--- src/rtl/interleaver_bus_n.sv ---
// Block interleaver: buffers one LANES-bit word per cycle, zero-pads short blocks,
// then replays with a per-lane strided read order. Optional debug ports: INTERLEAVER_BUS_DEBUG_EN.
`timescale 1ns/1ps
module interleaver_bus_n #(
    parameter int LANES    = 8,
    parameter int DEPTH    = 64,
    parameter int STRIDE   = 5,
    parameter int OFF_STEP = 2
) (
    input  logic             clk,
    input  logic             reset,
    input  logic [LANES-1:0] data_in,
    input  logic             CRC_start,
    input  logic             CRC_end,
    input  logic [1:0]       mode,
    input  logic             out_ready,
    output logic [LANES-1:0] data_out,
    output logic             data_ready,
    output logic             done,
    output logic             busy,
    output logic             err
`ifdef INTERLEAVER_BUS_DEBUG_EN
    ,
    output logic [2:0]               dbg_state,
    output logic [$clog2(DEPTH)-1:0] dbg_wcnt,
    output logic [$clog2(DEPTH)-1:0] dbg_rcnt
`endif
);

    localparam int AW = $clog2(DEPTH);
    localparam logic [AW-1:0] LAST = AW'(DEPTH - 1);

    typedef enum logic [1:0] {
        IDLE  = 2'd0,
        LOAD  = 2'd1,
        FILL  = 2'd2,
        DRAIN = 2'd3
    } state_t;

    state_t           state;
    logic [AW-1:0]    wcnt;
    logic [AW-1:0]    rcnt;
    logic [AW-1:0]    rd_idx;
    logic [AW-1:0]    waddr;
    logic [1:0]       mode_q;
    logic             we;
    logic [LANES-1:0] wdata;
    logic [LANES-1:0] rd_word;
    logic [LANES-1:0] mem [DEPTH];

    // DEPTH is a power of two, so the modulo reduces to a mask.
    function automatic logic [AW-1:0] lane_addr(input logic [AW-1:0] idx,
                                                input logic [1:0] m, input int k);
        int off;
        case (m)
            2'd1:    off = (k * OFF_STEP) % DEPTH;
            2'd2:    off = (((LANES - k) % LANES) * OFF_STEP) % DEPTH;
            default: off = 0;
        endcase
        return AW'((int'(idx) * STRIDE + off) & (DEPTH - 1));
    endfunction

    always_comb begin
        we    = 1'b0;
        waddr = wcnt;
        wdata = data_in;
        case (state)
            IDLE: begin
                we    = CRC_start;
                waddr = '0;
            end
            LOAD: begin
                we = 1'b1;
                if (CRC_start) waddr = '0;
            end
            FILL: begin
                we    = 1'b1;
                wdata = '0;
            end
            default: ;
        endcase
    end

    always_ff @(posedge clk) begin
        if (we) mem[waddr] <= wdata;
    end

    // First DRAIN cycle fetches word 0; afterwards fetch the word after the one on the bus.
    assign rd_idx = data_ready ? rcnt + AW'(1) : '0;

    always_comb begin
        rd_word = '0;
        for (int k = 0; k < LANES; k++)
            rd_word[k] = mem[lane_addr(rd_idx, mode_q, k)][k];
    end

    always_ff @(posedge clk or posedge reset) begin
        if (reset) begin
            state      <= IDLE;
            wcnt       <= '0;
            rcnt       <= '0;
            mode_q     <= 2'd0;
            data_out   <= '0;
            data_ready <= 1'b0;
            done       <= 1'b0;
            err        <= 1'b0;
        end else begin
            done <= 1'b0;
            err  <= 1'b0;
            case (state)
                IDLE: begin
                    if (CRC_start) begin
                        mode_q <= mode;
                        wcnt   <= AW'(1);
                        state  <= CRC_end ? FILL : LOAD;
                    end
                end
                LOAD: begin
                    if (CRC_start) begin
                        err    <= 1'b1;
                        mode_q <= mode;
                        wcnt   <= AW'(1);
                    end else begin
                        wcnt <= wcnt + AW'(1);
                        if (wcnt == LAST)  state <= DRAIN;
                        else if (CRC_end)  state <= FILL;
                    end
                end
                FILL: begin
                    wcnt <= wcnt + AW'(1);
                    if (wcnt == LAST) state <= DRAIN;
                end
                DRAIN: begin
                    if (!data_ready) begin
                        data_out   <= rd_word;
                        data_ready <= 1'b1;
                        rcnt       <= '0;
                    end else if (out_ready) begin
                        if (rcnt != LAST) begin
                            data_out <= rd_word;
                            rcnt     <= rcnt + AW'(1);
                        end else begin
                            data_ready <= 1'b0;
                            done       <= 1'b1;
                            state      <= IDLE;
                        end
                    end
                end
                default: state <= IDLE;
            endcase
        end
    end

    assign busy = (state != IDLE);

`ifdef INTERLEAVER_BUS_DEBUG_EN
    assign dbg_state = {1'b0, state};
    assign dbg_wcnt  = wcnt;
    assign dbg_rcnt  = rcnt;
`endif

endmodule

--- config.mk ---
export PLATFORM = sky130hd
export DESIGN_NAME = interleaver_bus_n
export DESIGN_NICKNAME = d
export VERILOG_FILES = /design/src/rtl/interleaver_bus_n.sv
export SDC_FILE = /design/constraint.sdc
export NUM_CORES = 1
export LEC_CHECK = 0
export CAP_MARGIN = 20
export CELL_PAD_IN_SITES_DETAIL_PLACEMENT = 0
export CELL_PAD_IN_SITES_GLOBAL_PLACEMENT = 1
export CORE_ASPECT_RATIO = 1.75
export CORE_MARGIN = 10
export CORE_UTILIZATION = 59
export CTS_BUF_LIST = sky130_fd_sc_hd__clkbuf_16
export CTS_CLUSTER_SIZE = 16
export DETAILED_ROUTE_END_ITERATION = 8
export PLACE_DENSITY = 0.82
export SYNTH_ARGS = -nofsm -noshare
export SYNTH_HDL_FRONTEND = slang
export SYNTH_SLANG_ARGS = --single-unit
--- constraint.sdc ---
create_clock -name clk -period 7.31 [get_ports clk]
set_input_delay 1.0965 -clock clk [delete_from_list [all_inputs] [get_ports clk]]
set_output_delay 1.0965 -clock clk [all_outputs]
set_load 0.1 [all_outputs]
==> results of run 1 <==
## cell families after synthesis
family / Yosys count
AO/OA/AOI/OAI: 140
XOR/XNOR: 26
adder cells (fa/ha/maj): 26
buffers and inverters: 90
flip-flops: 539
multiplexers: 157
AND/OR/NAND/NOR: 273
## critical path: stages, from the launching register on
cell and delay [ns]:
sky130_fd_sc_hd__dfrtp_4 0.67, sky130_fd_sc_hd__ha_1 0.44, sky130_fd_sc_hd__nand2_1 0.18, sky130_fd_sc_hd__inv_1 0.65
sky130_fd_sc_hd__ha_1 0.26, sky130_fd_sc_hd__ha_1 0.13, sky130_fd_sc_hd__inv_1 0.05, sky130_fd_sc_hd__fa_1 1.09
sky130_fd_sc_hd__inv_2 0.30, sky130_fd_sc_hd__ha_1 0.45, sky130_fd_sc_hd__a221oi_1 0.22, sky130_fd_sc_hd__o21ai_0 0.14
sky130_fd_sc_hd__and3_1 0.21, sky130_fd_sc_hd__a31oi_1 0.15, sky130_fd_sc_hd__mux2i_1 0.09, sky130_fd_sc_hd__o21ai_0 0.14
## path summary, 6_finish.rpt
check                             from     endpoint  slack, ns  depth (start not counted)
setup / recovery               rcnt[0]  data_out[4]       2.05                         15
max in group asynchronous        reset      rcnt[0]       6.05                          3
hold / removal             data_out[0]  data_out[0]       0.50                          2
hold reg to reg            data_out[0]  data_out[0]       0.50                          2
setup reg to reg               rcnt[0]  data_out[4]       2.05                         15
min in group asynchronous        reset          err       0.91                          3
## through the flow
stage	hold slack, ns	worst slack (ns)
after global routing	0.534	1.77
after detailed placement	0.483	2.15
after global placement	0.468	2.21
after CTS	0.498	2.13
final	0.497	2.05
after floorplan	0.467	2.21
## layer usage
layer | vias to the layer above | track usage [%] | wire, um
li1 | 5052 | - | -
met2 | 617 | 45.7 | 32200
met1 | 6164 | 29.8 | 19900
met5 | - | 0 | 0
met4 | 0 | 15.4 | 4180
met3 | 162 | 3.75 | 4160
## state kept, by name, indices dropped and copies added (netlist names)
name and cells:
err 1, data_out 8, data_ready 1, done 1, state 2, rcnt 6, mode_q 2, mem 512
wcnt 6
## cell usage in the layout (no fill, tap or decap), types with 7 or more instances in the layout
cell                              Yosys  final
sky130_fd_sc_hd__a211oi_1            12     12
sky130_fd_sc_hd__a21o_1               8      8
sky130_fd_sc_hd__a21oi_1             23     23
sky130_fd_sc_hd__a31oi_1              9      9
sky130_fd_sc_hd__and3_1               7      7
sky130_fd_sc_hd__and3b_1              7      7
sky130_fd_sc_hd__buf_4                1     26
sky130_fd_sc_hd__clkbuf_16            0     47
sky130_fd_sc_hd__clkdlybuf4s50_1      0     26
sky130_fd_sc_hd__clkinv_1             0     10
sky130_fd_sc_hd__dfrtp_1             27     26
sky130_fd_sc_hd__edfxtp_1           512    512
sky130_fd_sc_hd__ha_1                21     20
sky130_fd_sc_hd__inv_1               34     44
sky130_fd_sc_hd__mux2_2               8      8
sky130_fd_sc_hd__mux2i_1             40     40
sky130_fd_sc_hd__mux4_2             109    109
sky130_fd_sc_hd__nand2_1             81     81
sky130_fd_sc_hd__nand2b_1             8      7
sky130_fd_sc_hd__nand3_1             28     28
sky130_fd_sc_hd__nor2_1              96     96
sky130_fd_sc_hd__nor2b_1             21     13
sky130_fd_sc_hd__nor2b_4              0      8
sky130_fd_sc_hd__nor3_1               7      7
sky130_fd_sc_hd__o211ai_1             8      8
sky130_fd_sc_hd__o21ai_0             28     28
sky130_fd_sc_hd__o22a_1               9      9
sky130_fd_sc_hd__xnor2_1             14     14
sky130_fd_sc_hd__xor2_1              11     11
## area by class of cell
| class | count | area share [%] |
|---|---|---|
| timing repair buffer | 53 | 1.94 |
| sequential | 539 | 65.5 |
| clock buffer | 47 | 4.80 |
| inverter | 35 | 0.536 |
| multi-input combinational | 622 | 23.8 |
| clock inverter | 34 | 0.939 |
| tap | 480 | 2.45 |
==> impl_summary.log, run 1 <==
INFO  metric synth_top_family_by_area = multiplexers
INFO  metric std_cell_rows = 94
INFO  metric synth_flop_cell = sky130_fd_sc_hd__edfxtp_1
INFO  metric post-route-period-util = 72.0%
INFO  metric synth_simple_gate_area_share = between 5 and 6%
INFO  metric synth_top_area_share = between 60% and 70%
INFO  metric cts.clk_slew.worst_paths = ~0.070 ns
INFO  metric total_number_of_nets_in_the_final_design = around 1,300
INFO  metric clk_latency = around 0.58 ns
INFO  metric via_count_of_the_first_global_routing_pass = ~12,000
INFO  metric synth_area = roughly 22,000 um2
INFO  metric hpwlAfterDp = about 40,000 um
INFO  metric synth_top_cell_by_area = sky130_fd_sc_hd__edfxtp_1
INFO  metric tritoncts = yes
INFO  metric area_enclosed_by_the_die_boundary = 46,100 um2
INFO  metric worst-path-max-fanout = 27
INFO  metric chipHeight = between 200 and 300 um
INFO  metric worstSetupStartpointType = register
INFO  metric arrival = around 5.8 ns
INFO  metric placedCellCount = ~1,700
INFO  metric grt_max_degree = roughly 110
INFO  metric placement.io_buffers = 26
INFO  metric gp_congestion = 1.02
INFO  metric worstPathRequired = about 7.8 ns
INFO  metric synthesis.instances = between 1,000 and 1,500
INFO  metric utilization = 65.5%
INFO  metric route.vias.total = around 12,000
INFO  metric end_kind = register
INFO  metric final_hold_violating_endpoints = 0
INFO  metric first_iter_violations = between 1,000 and 1,500
INFO  metric buffers_inserted_during_post_cts_setup_optimization = 0
INFO  metric synth-compound-area-share = under 10%
INFO  metric post_route_cells_drive_above_1_share = between 10% and 20%
INFO  metric synth_adder_area_share = between 1.5 and 2%
INFO  metric finalSetupViolCount = 0
INFO  metric layout.cell_area.non_filler = roughly 25,000 um2
INFO  metric grt_util_all_layers = a little over a quarter
INFO  metric worst_pin_slew = between 1 and 1.5 ns
INFO  metric multiInputGateArea = about 6000 um2
INFO  metric io_pins = 27
INFO  metric initial_core_util = 59.4%
INFO  metric htree_num_levels = 2
INFO  metric final-seq-area = 16,100 um2
INFO  metric layoutNonFillerInstCount = roughly 1,800
INFO  metric global_route.overflow_total = 0
INFO  metric netlist_top_cells_count = sky130_fd_sc_hd__edfxtp_1, sky130_fd_sc_hd__mux4_2, sky130_fd_sc_hd__nor2_1, sky130_fd_sc_hd__nand2_1, sky130_fd_sc_hd__mux2i_1
INFO  metric diodes = 0
INFO  metric synth_top_cells_by_area = sky130_fd_sc_hd__edfxtp_1, sky130_fd_sc_hd__mux4_2, sky130_fd_sc_hd__dfrtp_1
INFO  metric die-width = 167 um
INFO  metric outcome = complete, no violations
INFO  metric placed_cell_area = 23,100 um2
INFO  metric max_slew_violation_count = 0
INFO  metric cts_buffers = between 40 and 50
INFO  metric synth_sequential_area_ratio = ~72%
INFO  metric clock_tree.root_cell = sky130_fd_sc_hd__clkbuf_16
INFO  metric fin_tns_setup = 0 ns
INFO  metric clock_sinks = 539
INFO  metric worst_hold_path_class = reg -> reg
INFO  metric first_pass_grt_wire_length = about 90,000 um
INFO  metric achievable-frequency = about 0.19 GHz
INFO  metric ctsResizeCount = 0
INFO  metric period_minus_slack = ~5.3 ns
INFO  metric fillCellCount = ~2,500
INFO  metric relSlewSlack = 21.8%
INFO  metric finalClockSkew = 0.0181 ns
INFO  metric post_synth_net_total = 1,292
INFO  metric ctsHoldBuffers = 0
INFO  metric postSynth.asyncResetShare = around 5%
INFO  metric synth_cell_types = between 50 and 60
INFO  metric grt_antenna_before_repair = 0
INFO  metric cts-root-to-sink-buffers = 3
INFO  metric synth_enable_flop_cells = about 500
INFO  metric totalWireLength = around 60,000 um
INFO  metric drt_drc_violations_left = 0
INFO  metric detailedRoute.firstPassIterationCount = 5
INFO  metric drv_cap = 0
INFO  metric ys_warn_count = 0
INFO  metric yosys-mux-area-fraction = a little over an eighth
INFO  metric unrepaired_setup_endpoints_after_global_routing = false
INFO  metric post_detailed_route_count_of_antenna_violating_nets = 0
INFO  metric core = between 30,000 and 40,000 um2
INFO  metric yosys.area_share.xor_xnor = about 1.1%
INFO  metric critical_path_class = reg -> reg
INFO  metric route.detailed.vias_per_inst = approximately 6.6
INFO  metric ys_seq_elements = about 540
INFO  metric syn-mean-instance-area = roughly 18 um2
INFO  metric yosys.cell_count.top_type = sky130_fd_sc_hd__edfxtp_1
INFO  metric avgRoutedWirePerCell = between 30 and 40 um
INFO  metric syn_to_final_growth = 10.3%
Power of run 1 is left out: the tool's default activity adds up to more than one toggle a clock period on the data nets, which glitch-free logic cannot reach.
==> run 2, diff against run 1 <==
CORE_UTILIZATION = 55   (was 59)
PLACE_DENSITY = 0.77   (was 0.82)
clock period = 5.05 ns   (was 7.31 ns; I/O delays follow)
==> run 2 against run 1 <==
Against the previous run:
- via count rose by 1.9%
- sequential share of layout area fell by 1.1 points
- final cell count rose by 3.0%
- utilization fell by 3.3 points
- first-iteration DRC count fell by 3.0%
- global-route usage fell by 0.43 points
- critical endpoint is now data_out[6]
- sequential cell count did not move
- non-clock buffer count rose by 36
- die area rose by 6.6%
- register-to-register slack got worse by 1.3 ns
- clock-buffer cell count did not move
- critical path type unchanged
==> impl_summary.log, run 2 (same netlist as run 1, synthesis figures left out) <==
INFO  metric achievable-frequency = 0.234 GHz (+23%)
INFO  metric ctsResizeCount = 0 (unchanged)
INFO  metric worst_hold_path_class = reg -> reg
INFO  metric arrival = 4.71 ns (-1.04 ns)
INFO  metric via_count_of_the_first_global_routing_pass = 12,300 (+1.6%)
INFO  metric io_pins = 27 (unchanged)
INFO  metric max_slew_violation_count = 0 (unchanged)
INFO  metric post-route-period-util = 84.6% (+13 points)
INFO  metric critical_path_class = reg -> reg
INFO  metric max_flop_register = mem
INFO  metric finalClockSkew = 0.0191 ns (+0.00101 ns)
INFO  metric finalHoldWorstSlack = 0.494 ns (-0.00369 ns)
INFO  metric layout.cells.most_common_list = sky130_fd_sc_hd__edfxtp_1, sky130_fd_sc_hd__mux4_2, sky130_fd_sc_hd__nor2_1, sky130_fd_sc_hd__nand2_1, sky130_fd_sc_hd__buf_4
INFO  metric core = 40,100 um2 (+7.1%)
INFO  metric initial_core_util = 55.5% (-3.9 points)
INFO  metric total_number_of_nets_in_the_final_design = 1,374 (+2.7%)
INFO  metric worstPathRequired = 5.49 ns (-2.31 ns)
INFO  metric route.vias.total = 12,200 (+1.9%)
INFO  metric std_cell_rows = 97 (+3.2%)
INFO  metric drt_drc_violations_left = 0 (unchanged)
INFO  metric route.detailed.vias_per_inst = 6.55 (-1.1%)
INFO  metric hpwlAfterDp = 42,500 um (+4.6%)
INFO  metric chipHeight = 286 um (+3.3%)
INFO  metric placement.io_buffers = 26 (unchanged)
INFO  metric grt_max_degree = 109 (unchanged)
INFO  metric grt_antenna_before_repair = 1 (+1)
INFO  metric mostFrequentLayoutCell = sky130_fd_sc_hd__edfxtp_1
INFO  metric global_route.overflow_total = 0 (unchanged)
INFO  metric post_route_cells_drive_above_1_share = 19.3% (+2.7 points)
INFO  metric avgRoutedWirePerCell = 33.2 um (-0.50%)
INFO  metric worst-path-max-fanout = 16 (-41%)
INFO  metric worst_pin_slew = 1.14 ns (-0.0337 ns)
INFO  metric cts_buffers = 46 (unchanged)
INFO  metric relSlewSlack = 24.0% (+2.3 points)
INFO  metric cts.clk_slew.worst_paths = 0.07 ns (about the same)
INFO  metric gp_congestion = 0.973 (-4.8%)
INFO  metric period_minus_slack = 4.27 ns (-0.989 ns)
INFO  metric final_hold_violating_endpoints = 0 (unchanged)
INFO  metric clock_tree.root_cell = sky130_fd_sc_hd__clkbuf_16
INFO  metric max_reg_flops = 512 (unchanged)
INFO  metric first_iter_violations = 1,325 (-3.0%)
INFO  metric clock_sinks = 539 (unchanged)
INFO  metric outcome = complete, no violations
INFO  metric buffers_inserted_during_post_cts_setup_optimization = 0 (unchanged)
INFO  metric cts-root-to-sink-buffers = 3 (unchanged)
INFO  metric end_kind = register
INFO  metric largestRegisters = mem x512, data_out x8
INFO  metric worstSetupStartpointType = register
INFO  metric totalWireLength = 62,000 um (+2.5%)
INFO  metric first_pass_grt_wire_length = 89,200 um (+2.0%)
INFO  metric syn_to_final_growth = 12.1%
INFO  metric post_detailed_route_count_of_antenna_violating_nets = 0 (unchanged)
INFO  metric unrepaired_setup_endpoints_after_global_routing = false
INFO  metric area_enclosed_by_the_die_boundary = 49,200 um2 (+6.6%)
INFO  metric grt_util_all_layers = 25.7% (-0.43 points)
INFO  metric clk_latency = 0.58 ns (about the same)
INFO  metric fin_tns_setup = 0 ns (unchanged)
INFO  metric ctsHoldBuffers = 0 (unchanged)
INFO  metric htree_num_levels = 2 (unchanged)
INFO  metric finalSetupViolCount = 0 (unchanged)
INFO  metric detailedRoute.firstPassIterationCount = 6 (+1)
INFO  metric tritoncts = yes
INFO  metric die-width = 172 um (+3.1%)
INFO  metric drv_cap = 0 (unchanged)
-- run 2: changes by cell type in the layout (fill, tap and decap cells not counted), sizes merged --
cell	change
inv	-3
bufinv	+4
clkinvlp	-2
diode	+1
clkinv	+4
buf	+37
clkdlybuf4s50	-1
-- run 2: worst paths after layout --
| path | slack, ns | cells past startpoint | end | startpoint |
|---|---|---|---|---|
| setup / recovery | 0.78 | 13 | data_out[6] | rcnt[0] |
| hold / removal | 0.49 | 2 | data_out[7] | data_out[7] |
| setup reg to reg | 0.78 | 13 | data_out[6] | rcnt[0] |
| hold reg to reg | 0.49 | 2 | data_out[7] | data_out[7] |
| max in group asynchronous | 4.13 | 3 | rcnt[0] | reset |
| min in group asynchronous | 0.58 | 3 | wcnt[2] | reset |
-- run 2: per-stage QoR --
stage	setup slack, ns	utilization (%)	instance area, um2	cells
6_report	0.778	62.2	24900	1865
5_1_grt	0.652	62.2	24900	1865
4_1_cts	0.866	62.2	24900	1864
3_5_place_dp	0.746	58.4	23400	1780
3_3_place_gp	0.779	58.4	23400	1780
2_1_floorplan	0.262	-	22200	1251
-- run 2: area by class of cell --
type	instances	area, um2
Fill cell	2880	15100
Antenna cell	1	2.50
Tap cell	495	619
Multi-Input combinational cell	622	5840
Clock buffer	47	1180
Clock inverter	37	337
Timing Repair Buffer	89	756
Sequential cell	539	16100
Inverter	35	131
-- run 2: routing by layer --
metal | track usage (%) | up-vias | share of wire (%)
met1 | 29.3 | 6410 | 34
li1 | - | 5126 | -
met4 | 14.8 | 0 | 6.5
met3 | 3.14 | 147 | 5.6
met2 | 45.2 | 539 | 54
met5 | 0 | - | 0
-- run 2: worst max-delay path, stage by stage (launching register included) --
cell                        delay, ns
sky130_fd_sc_hd__dfrtp_4         0.49
sky130_fd_sc_hd__ha_1            0.23
sky130_fd_sc_hd__xor2_1          0.14
sky130_fd_sc_hd__and2_1          0.20
sky130_fd_sc_hd__ha_1            0.34
sky130_fd_sc_hd__buf_4           0.26
sky130_fd_sc_hd__ha_1            0.33
sky130_fd_sc_hd__and2_1          0.71
sky130_fd_sc_hd__nand3_1         0.41
sky130_fd_sc_hd__o211ai_1        0.24
sky130_fd_sc_hd__a41oi_1         0.14
sky130_fd_sc_hd__a2111oi_0       0.37
sky130_fd_sc_hd__buf_4           0.18
sky130_fd_sc_hd__o311ai_1        0.07
Power of run 2 is left out for the same reason.
